===== src/rtl/wb_pkg.sv =====
// Shared MIPS write-back definitions.
// Also consumed by the register file and MEM stage.
package wb_pkg;

  localparam int DATA_W = 32;
  localparam int ADDR_W = 6;

  typedef enum logic [1:0] {
    WB_SEL_ALU  = 2'd0,
    WB_SEL_LOAD = 2'd1,
    WB_SEL_LINK = 2'd2,
    WB_SEL_RSVD = 2'd3
  } wb_sel_e;

  typedef enum logic [2:0] {
    LD_LW  = 3'd0,
    LD_LH  = 3'd1,
    LD_LHU = 3'd2,
    LD_LB  = 3'd3,
    LD_LBU = 3'd4
  } ld_type_e;

endpackage


===== src/rtl/load_align.sv =====
// Little-endian load extraction and extension.
// Flags loads whose offset breaks natural alignment.
module load_align
  import wb_pkg::*;
(
  input  logic [DATA_W-1:0] word_i,
  input  logic [2:0]        type_i,
  input  logic [1:0]        off_i,
  output logic [DATA_W-1:0] data_o,
  output logic              misalign_o
);

  logic [7:0]  byte_w;
  logic [15:0] half_w;

  always_comb begin
    byte_w = word_i[7:0];
    unique case (off_i)
      2'd0: byte_w = word_i[7:0];
      2'd1: byte_w = word_i[15:8];
      2'd2: byte_w = word_i[23:16];
      2'd3: byte_w = word_i[31:24];
    endcase
  end

  assign half_w = off_i[1] ? word_i[31:16]
                           : word_i[15:0];

  // Types 5-7 fall through to word behaviour.
  always_comb begin
    data_o     = word_i;
    misalign_o = (off_i != 2'b00);
    unique case (1'b1)
      (type_i == LD_LH): begin
        data_o     = {{16{half_w[15]}}, half_w};
        misalign_o = off_i[0];
      end
      (type_i == LD_LHU): begin
        data_o     = {16'h0000, half_w};
        misalign_o = off_i[0];
      end
      (type_i == LD_LB): begin
        data_o     = {{24{byte_w[7]}}, byte_w};
        misalign_o = 1'b0;
      end
      (type_i == LD_LBU): begin
        data_o     = {24'h000000, byte_w};
        misalign_o = 1'b0;
      end
      default: ;
    endcase
  end

endmodule


===== src/rtl/wb_stage.sv =====
// MIPS write-back stage: MEM/WB register,
// result select, register file write port.
module wb_stage
  import wb_pkg::*;
#(
  parameter int ADDR_W = wb_pkg::ADDR_W,
  parameter int DATA_W = wb_pkg::DATA_W,
  parameter int CNT_W  = 32
) (
  input  logic              SYS_clk,
  input  logic              SYS_reset,
  input  logic              WB_flush,
  input  logic              WB_valid_in,
  input  logic              WB_reg_write_in,
  input  logic [ADDR_W-1:0] WB_address_wr_in,
  input  logic [1:0]        WB_sel_in,
  input  logic [2:0]        WB_load_type_in,
  input  logic [1:0]        WB_byte_offset_in,
  input  logic [DATA_W-1:0] WB_alu_result_in,
  input  logic [DATA_W-1:0] WB_mem_data_in,
  input  logic [DATA_W-1:0] WB_pc_plus8_in,
  output logic              REG_write_1,
  output logic [ADDR_W-1:0] REG_address_wr,
  output logic [DATA_W-1:0] REG_data_wb_in1,
  output logic              WB_misalign,
  output logic              WB_misalign_sticky,
  output logic [CNT_W-1:0]  WB_retire_count
);

  logic              valid_q;
  logic              rw_q;
  logic [ADDR_W-1:0] addr_q;
  logic [1:0]        sel_q;
  logic [2:0]        lt_q;
  logic [1:0]        off_q;
  logic [DATA_W-1:0] alu_q;
  logic [DATA_W-1:0] mem_q;
  logic [DATA_W-1:0] pc8_q;
  logic              sticky_q;
  logic              sticky_d;
  logic [CNT_W-1:0]  cnt_q;
  logic [CNT_W-1:0]  cnt_d;

  logic [DATA_W-1:0] ld_data;
  logic              ld_mis;
  logic              misalign;

  // A flushed slot is cleared entirely so it drives nothing stale.
  always_ff @(posedge SYS_clk) begin
    if (SYS_reset || WB_flush) begin
      valid_q <= 1'b0;
      rw_q    <= 1'b0;
      addr_q  <= '0;
      sel_q   <= 2'd0;
      lt_q    <= 3'd0;
      off_q   <= 2'd0;
      alu_q   <= '0;
      mem_q   <= '0;
      pc8_q   <= '0;
    end else begin
      valid_q <= WB_valid_in;
      rw_q    <= WB_reg_write_in;
      addr_q  <= WB_address_wr_in;
      sel_q   <= WB_sel_in;
      lt_q    <= WB_load_type_in;
      off_q   <= WB_byte_offset_in;
      alu_q   <= WB_alu_result_in;
      mem_q   <= WB_mem_data_in;
      pc8_q   <= WB_pc_plus8_in;
    end
  end

  load_align u_align (
    .word_i     (mem_q),
    .type_i     (lt_q),
    .off_i      (off_q),
    .data_o     (ld_data),
    .misalign_o (ld_mis)
  );

  assign misalign = valid_q
                  & (sel_q == WB_SEL_LOAD)
                  & ld_mis;

  always_comb begin
    sticky_d = sticky_q | misalign;
    cnt_d    = cnt_q;
    if (valid_q && !misalign)
      cnt_d = cnt_q + CNT_W'(1);
  end

  always_ff @(posedge SYS_clk) begin
    if (SYS_reset) begin
      sticky_q <= 1'b0;
      cnt_q    <= '0;
    end else begin
      sticky_q <= sticky_d;
      cnt_q    <= cnt_d;
    end
  end

  always_comb begin
    REG_data_wb_in1 = alu_q;
    unique case (sel_q)
      WB_SEL_LOAD: REG_data_wb_in1 = ld_data;
      WB_SEL_LINK: REG_data_wb_in1 = pc8_q;
      default:     REG_data_wb_in1 = alu_q;
    endcase
  end

  assign REG_write_1 = valid_q & rw_q
                     & (addr_q != '0)
                     & ~misalign;

  assign REG_address_wr     = addr_q;
  assign WB_misalign        = misalign;
  assign WB_misalign_sticky = sticky_q;
  assign WB_retire_count    = cnt_q;

endmodule

===== config.mk =====
export PLATFORM = sky130hd
export DESIGN_NAME = wb_stage
export DESIGN_NICKNAME = d
export VERILOG_FILES = /design/src/rtl/wb_pkg.sv /design/src/rtl/load_align.sv /design/src/rtl/wb_stage.sv
export SDC_FILE = /design/constraint.sdc
export NUM_CORES = 1
export LEC_CHECK = 0
export BUFFER_PORTS_ARGS = -buffer_cell sky130_fd_sc_hd__buf_2
export CAP_MARGIN = 20
export CORE_UTILIZATION = 55
export DETAILED_ROUTE_END_ITERATION = 8
export GPL_TIMING_DRIVEN = 0
export HOLD_SLACK_MARGIN = 0.1
export PLACE_DENSITY = 0.85
export RECOVER_POWER = 25
export SLEW_MARGIN = 20
export SYNTH_ARGS = -nofsm -noshare
export SYNTH_HDL_FRONTEND = slang
export SYNTH_SLANG_ARGS = --single-unit

===== constraint.sdc =====
create_clock -name SYS_clk -period 3.55 [get_ports SYS_clk]
set_clock_uncertainty 0.05 [all_clocks]
set_input_delay 0.355 -clock SYS_clk [delete_from_list [all_inputs] [get_ports SYS_clk]]
set_output_delay 0.355 -clock SYS_clk [all_outputs]
set_load 0.01 [all_outputs]

**Yosys cells after proc, flatten, opt, wreduce, memory -nomap -nowiden**

Index checks and enable logic that the tools add are counted.

- Output and inout port bits: 73
- Register bits: 144
- Input bits: 114
- Word-level logic and storage cells: 41

- Bitwise operators: 7
- Reduce and logical (&&, ||, !) cells: 8
- Add/sub/neg operators: 1
- Eq/ne operators: 9
- Multiplexer cells: 5

Operators by type and width:

| kind | number |
|---|---|
| $pmux W32 S4 | 1 |
| $pmux W32 S2 | 1 |
| $add A32 B1 Y32 const B | 1 |
| $pmux W8 S4 | 1 |
| $mux W16 | 1 |
| $eq A2 B2 Y1 const B | 3 |
| $eq A3 B2 Y1 const B | 2 |
| $reduce_bool A6 Y1 | 1 |
| $and A1 B1 Y1 | 5 |
| $eq A2 B1 Y1 const B | 2 |
| $reduce_or A2 Y1 | 2 |
| $eq A3 B1 Y1 const B | 1 |
| $eq A3 B3 Y1 const B | 1 |
| $logic_not A2 Y1 | 1 |
| $pmux W1 S2 | 1 |
| $reduce_bool A2 Y1 | 1 |
| $logic_and A1 B1 Y1 | 1 |
| $logic_not A1 Y1 | 1 |
| $logic_or A1 B1 Y1 | 1 |
| $not A1 Y1 | 1 |
| $or A1 B1 Y1 | 1 |

**Longest topological paths before layout**

- Depth in word-level cells: 6
- Gate-level depth with buffers: 8
- Depth with buffers taken out: 6

**Modules after synthesis**

From an unflattened synthesis, not the netlist that was laid out.

- Cell total of the unflattened synthesis: 656
- Area, all modules: 6200.9 um^2

By module, submodules not included:

| module | cells an instance | seq. area each (um^2) | instances | area an instance (um^2) |
|---|---|---|---|---|
| wb_stage | 524 | 2882.8 | 1 | 5170.0 |
| load_align | 132 | 0.0 | 1 | 1031.0 |

**Worst setup path after synthesis**

No wires, ideal clock.

- Kind: flip-flop to output port
- From: register off_q[1]
- To: output port REG_data_wb_in1[16]
- Slack: 1.287 ns
- Stages on the path, launching flop included: 8
- Arrival time: 1.858 ns
- Data required time: 3.145 ns
- Buffers on the path: 2
- Cells stage by stage: dfxtp_1 > buf_2 > mux2_2 > o22ai_1 > nor2_1 > o221ai_1 > buf_2 > o221ai_1

- Longest elaborated chain between the ends: 4
- Elaborated cells between the ends (all ways): 8
- Those cells by class: 3 x eq/ne; 4 x mux; 1 x reduce/logical

RTL lines:

| element | RTL line | text |
|---|---|---|
| start: declaration | wb_stage.sv:35 | `logic [1:0] off_q;` |
| start signal: assignment | wb_stage.sv:66 | `off_q <= WB_byte_offset_in;` |
| $eq A2 B2 Y1, or another cell as far along | load_align.sv:18 | `unique case (off_i)` |
| $pmux W8 S4 | load_align.sv:18 |  |
| $pmux W32 S4 (*) | load_align.sv:33 | `unique case (1'b1)` |
| $pmux W32 S2 (*) | wb_stage.sv:104 | `unique case (sel_q)` |
| end: declaration | wb_stage.sv:24 | `output logic [DATA_W-1:0] REG_data_wb_in1,` |

Every way passes the cells marked *; elsewhere a longest branch is shown, timed or not.

**Worst setup path in the final report**

- From: register lt_q[2]
- To: output port REG_data_wb_in1[30]

- Longest elaborated chain between the ends: 3
- Elaborated cells between the ends (all ways): 6
- Those cells by class: 4 x eq/ne; 2 x mux

RTL lines:

| element | RTL line | text |
|---|---|---|
| start: declaration | wb_stage.sv:34 | `logic [2:0] lt_q;` |
| start signal: assignment | wb_stage.sv:65 | `lt_q <= WB_load_type_in;` |
| $eq A3 B3 Y1, or another cell as far along | load_align.sv:46 | `(type_i == LD_LBU): begin` |
| $pmux W32 S4 (*) | load_align.sv:33 |  |
| $pmux W32 S2 (*) | wb_stage.sv:104 |  |

Marks and branches as above.

==> flow_summary.ini <==
[run_status]
outcome = completed

[final_layout]
final_nets = 1099
fillers = 616
drive_gt1_frac = 0.216
design_area_sq_um = 8680
synthToLayoutAreaGrowth_pct = 46.4
stdcell_count = 1133

[power]
leakage_nw = 3.56
p_per_area_nw_per_um2 = 443
ir_drop_uv = 306
finalPower_mw = 3.84

[clock_tree]
cts_tree = built
cts_sinks = 144
numCtsBuffers = 17
clk_pin_slew_ps = 60
htree_levels = 4
clk_path_buf_depth = 2
cts_setup_buffers = 0
clk_latency_ps = 530
cts_root_buf = clkbuf_8

[sta]
tightestPinTransition_ps = 726
rsz0062_at_grt = yes
min_period_ps = 3460
tns_ps = 0
timing.final.hold_violations = 0
fin_crit_sh = 0.974
setup_viol = 0
fmax_mhz = 289
slew_viol_final = 0
max_slew_margin = 0.514

[routing]
ant_nets = 0
drtIter0Drc = 740
drc = 0
routed_wl_um = 23300
viasPerCell = 5.96
vias = 6750
first_pass_iters = 6
wl_per_cell_um = 20.6

[place]
dp.cells = 988
place.gp.congestion = 0.900
postPlaceCellArea_sq_um = 7030
io_buffer_count = 185
dpl.hpwl_um = 12700

[worst_setup_path]
required_ps = 3140
cp-startpoint = lt_q[2]$_SDFF_PP0_
cp-end-kind = primary output
r2r_start = off_q[0]$_SDFF_PP0_
cp_max_fo = 10
arrival_ps = 3050
worst_setup_path_start_kind = flop
path_class = flop to primary output

[synth]
synth_cells = 667
synthDistinctLibCells = 45
ys_warn_count = 0
yosys_most_used_dff = dfxtp_1
synth_nets = 784
ys_ff_latch = 144
synth_edf_count = 0
async_flop_share = 0
synth_area_sq_um = 5930
ys_seq_area_frac = 0.486
syn_avg_cell_area_sq_um = 8.89

[grt]
global_route.usage.met2 = 0.684
grt_max_degree = 17
grt-ovfl-total = 0
grt_first_pass_wirelength_um = 35600
grt_util_met3 = 0.120
busiest_layer = met2
grt_pass1_vias = 6751
antenna_found_initial = 2
grtUsageTotal = 0.426
met1_usage = 0.459

[die]
core_area_sq_um = 10400
rows = 37
die_w_um = 106
initial_core_util = 0.572
dieArea_sq_um = 11200
io_pins = 187
die_h_um = 106

[job]
drv_cap = 0

[worst_hold_path]
hp-class = input port to flop
min_from = SYS_reset
[layout make-up]
cell class / count / area, sq um / area share
buffer: 44 / 189 / 0.0218
sequential: 144 / 2880 / 0.332
clock buffer: 20 / 455 / 0.0525
clock inverter: 12 / 97.6 / 0.0112
inverter: 10 / 37.5 / 0.00433
tap: 136 / 170 / 0.0196
multi-input combinational: 469 / 2840 / 0.328
timing repair buffer: 296 / 2000 / 0.230
antenna: 2 / 5.00 / 0.000577
[synth_stat cells (2+ instances only)]
cell / number / share of area
mux2_2: 9 / 0.017
a221oi_1: 2 / 0.0030
o21a_1: 2 / 0.0025
ha_1: 3 / 0.0063
or3_1: 13 / 0.014
and4_1: 2 / 0.0030
o21ai_0: 34 / 0.029
o221ai_1: 17 / 0.025
and3_1: 3 / 0.0032
xnor2_1: 5 / 0.0074
o211ai_1: 6 / 0.0076
clkbuf_1: 34 / 0.022
xor2_1: 5 / 0.0074
a31oi_1: 7 / 0.0074
and2_1: 112 / 0.12
nor3_1: 2 / 0.0017
nand2b_1: 2 / 0.0021
o2111ai_1: 3 / 0.0044
o2111ai_4: 2 / 0.0089
o31ai_1: 12 / 0.015
nor2_1: 49 / 0.031
a21oi_1: 59 / 0.050
nand4_1: 5 / 0.0053
nand2_1: 62 / 0.039
a22oi_1: 6 / 0.0076
a21o_1: 9 / 0.011
nand3_1: 12 / 0.010
nor2b_1: 3 / 0.0032
o22ai_1: 2 / 0.0021
or4_1: 11 / 0.014
buf_2: 6 / 0.0051
dfxtp_1: 144 / 0.49
inv_1: 10 / 0.0063
nor3b_1: 2 / 0.0025
buf_1: 2 / 0.0013
[what timing repair did]
action / 4_1_cts / 5_1_grt
resized for setup: 0 / 10
endpoints found under the setup margin: 0 / 22
hold endpoints to repair: 111 / 0
hold buffers: 111 / 0
[final timing paths]
kind,endpoint,slack (ps),cells past startpoint
max,REG_data_wb_in1[30],90,6
min,WB_retire_count[31]$_SDFFE_PP0P_,190,2
max reg2reg,WB_retire_count[24]$_SDFFE_PP0P_,1210,7
min reg2reg,WB_misalign_sticky$_SDFF_PP0_,430,2
[stage by stage]
stage | utilization | worst slack (ps) | hold WS, ps
floorplan | - | 1290 | 427
global placement | 0.677 | 629 | 396
detailed placement | 0.677 | 622 | 412
CTS | 0.838 | 59.8 | 180
global route | 0.837 | -62.4 | 244
finish | 0.837 | 91.8 | 185
[worst max-delay path: stages, from the launching register on]
cell	delay (ps)
dfxtp_1	340
buf_1	260
xnor2_1	670
clkbuf_1	470
nor2_1	140
o221ai_1	410
buf_2	230
[placed cells by master, fill, tap and decap left out, drive strengths merged, types with 5 or more instances in the layout]
cell | synthesis | layout
o221ai | 17 | 17
xnor2 | 5 | 5
a31oi | 7 | 7
buf | 10 | 164
nand4 | 5 | 5
o2111ai | 5 | 5
o31ai | 12 | 12
dlygate4sd3 | 0 | 111
clkbuf | 34 | 85
o21ai | 34 | 34
mux2 | 9 | 9
and2 | 112 | 112
inv | 10 | 16
o211ai | 7 | 7
nand2 | 62 | 62
or3 | 13 | 13
nand3 | 12 | 12
nor2 | 49 | 49
or4 | 11 | 11
a21o | 9 | 9
dfxtp | 144 | 144
a22oi | 6 | 6
xor2 | 5 | 5
a21oi | 59 | 59
[state kept, by name (all words and copies together), names as in the netlist, 2 cells and up]
register / count
REG_address_wr: 6
WB_retire_count: 32
alu_q: 32
lt_q: 3
mem_q: 32
off_q: 2
pc8_q: 32
sel_q: 2
[power breakdown]
part	switching, mW	leakage, nW	internal, mW
Sequential	0.0307	1.18	1.67
Clock	0.762	0.266	0.930
Combinational	0.238	2.11	0.216
Total	1.03	3.56	2.81
[cell families after synthesis]
| family | synth area share |
|---|---|
| and+or+nand+nor | 0.250 |
| AOI/OAI and AO/OA | 0.183 |
| DFF | 0.486 |
| buffers and inverters | 0.0374 |
| muxes | 0.0226 |
| xor gates and xnor gates | 0.0148 |
| adders and majority gates | 0.00633 |
[per-layer routing]
layer / part of all wire / wire (um)
met1: 0.34 / 7990
met2: 0.47 / 11000
met3: 0.095 / 2220
met4: 0.089 / 2080
met5: 0 / 0
Power figures use the tool's default switching activity.
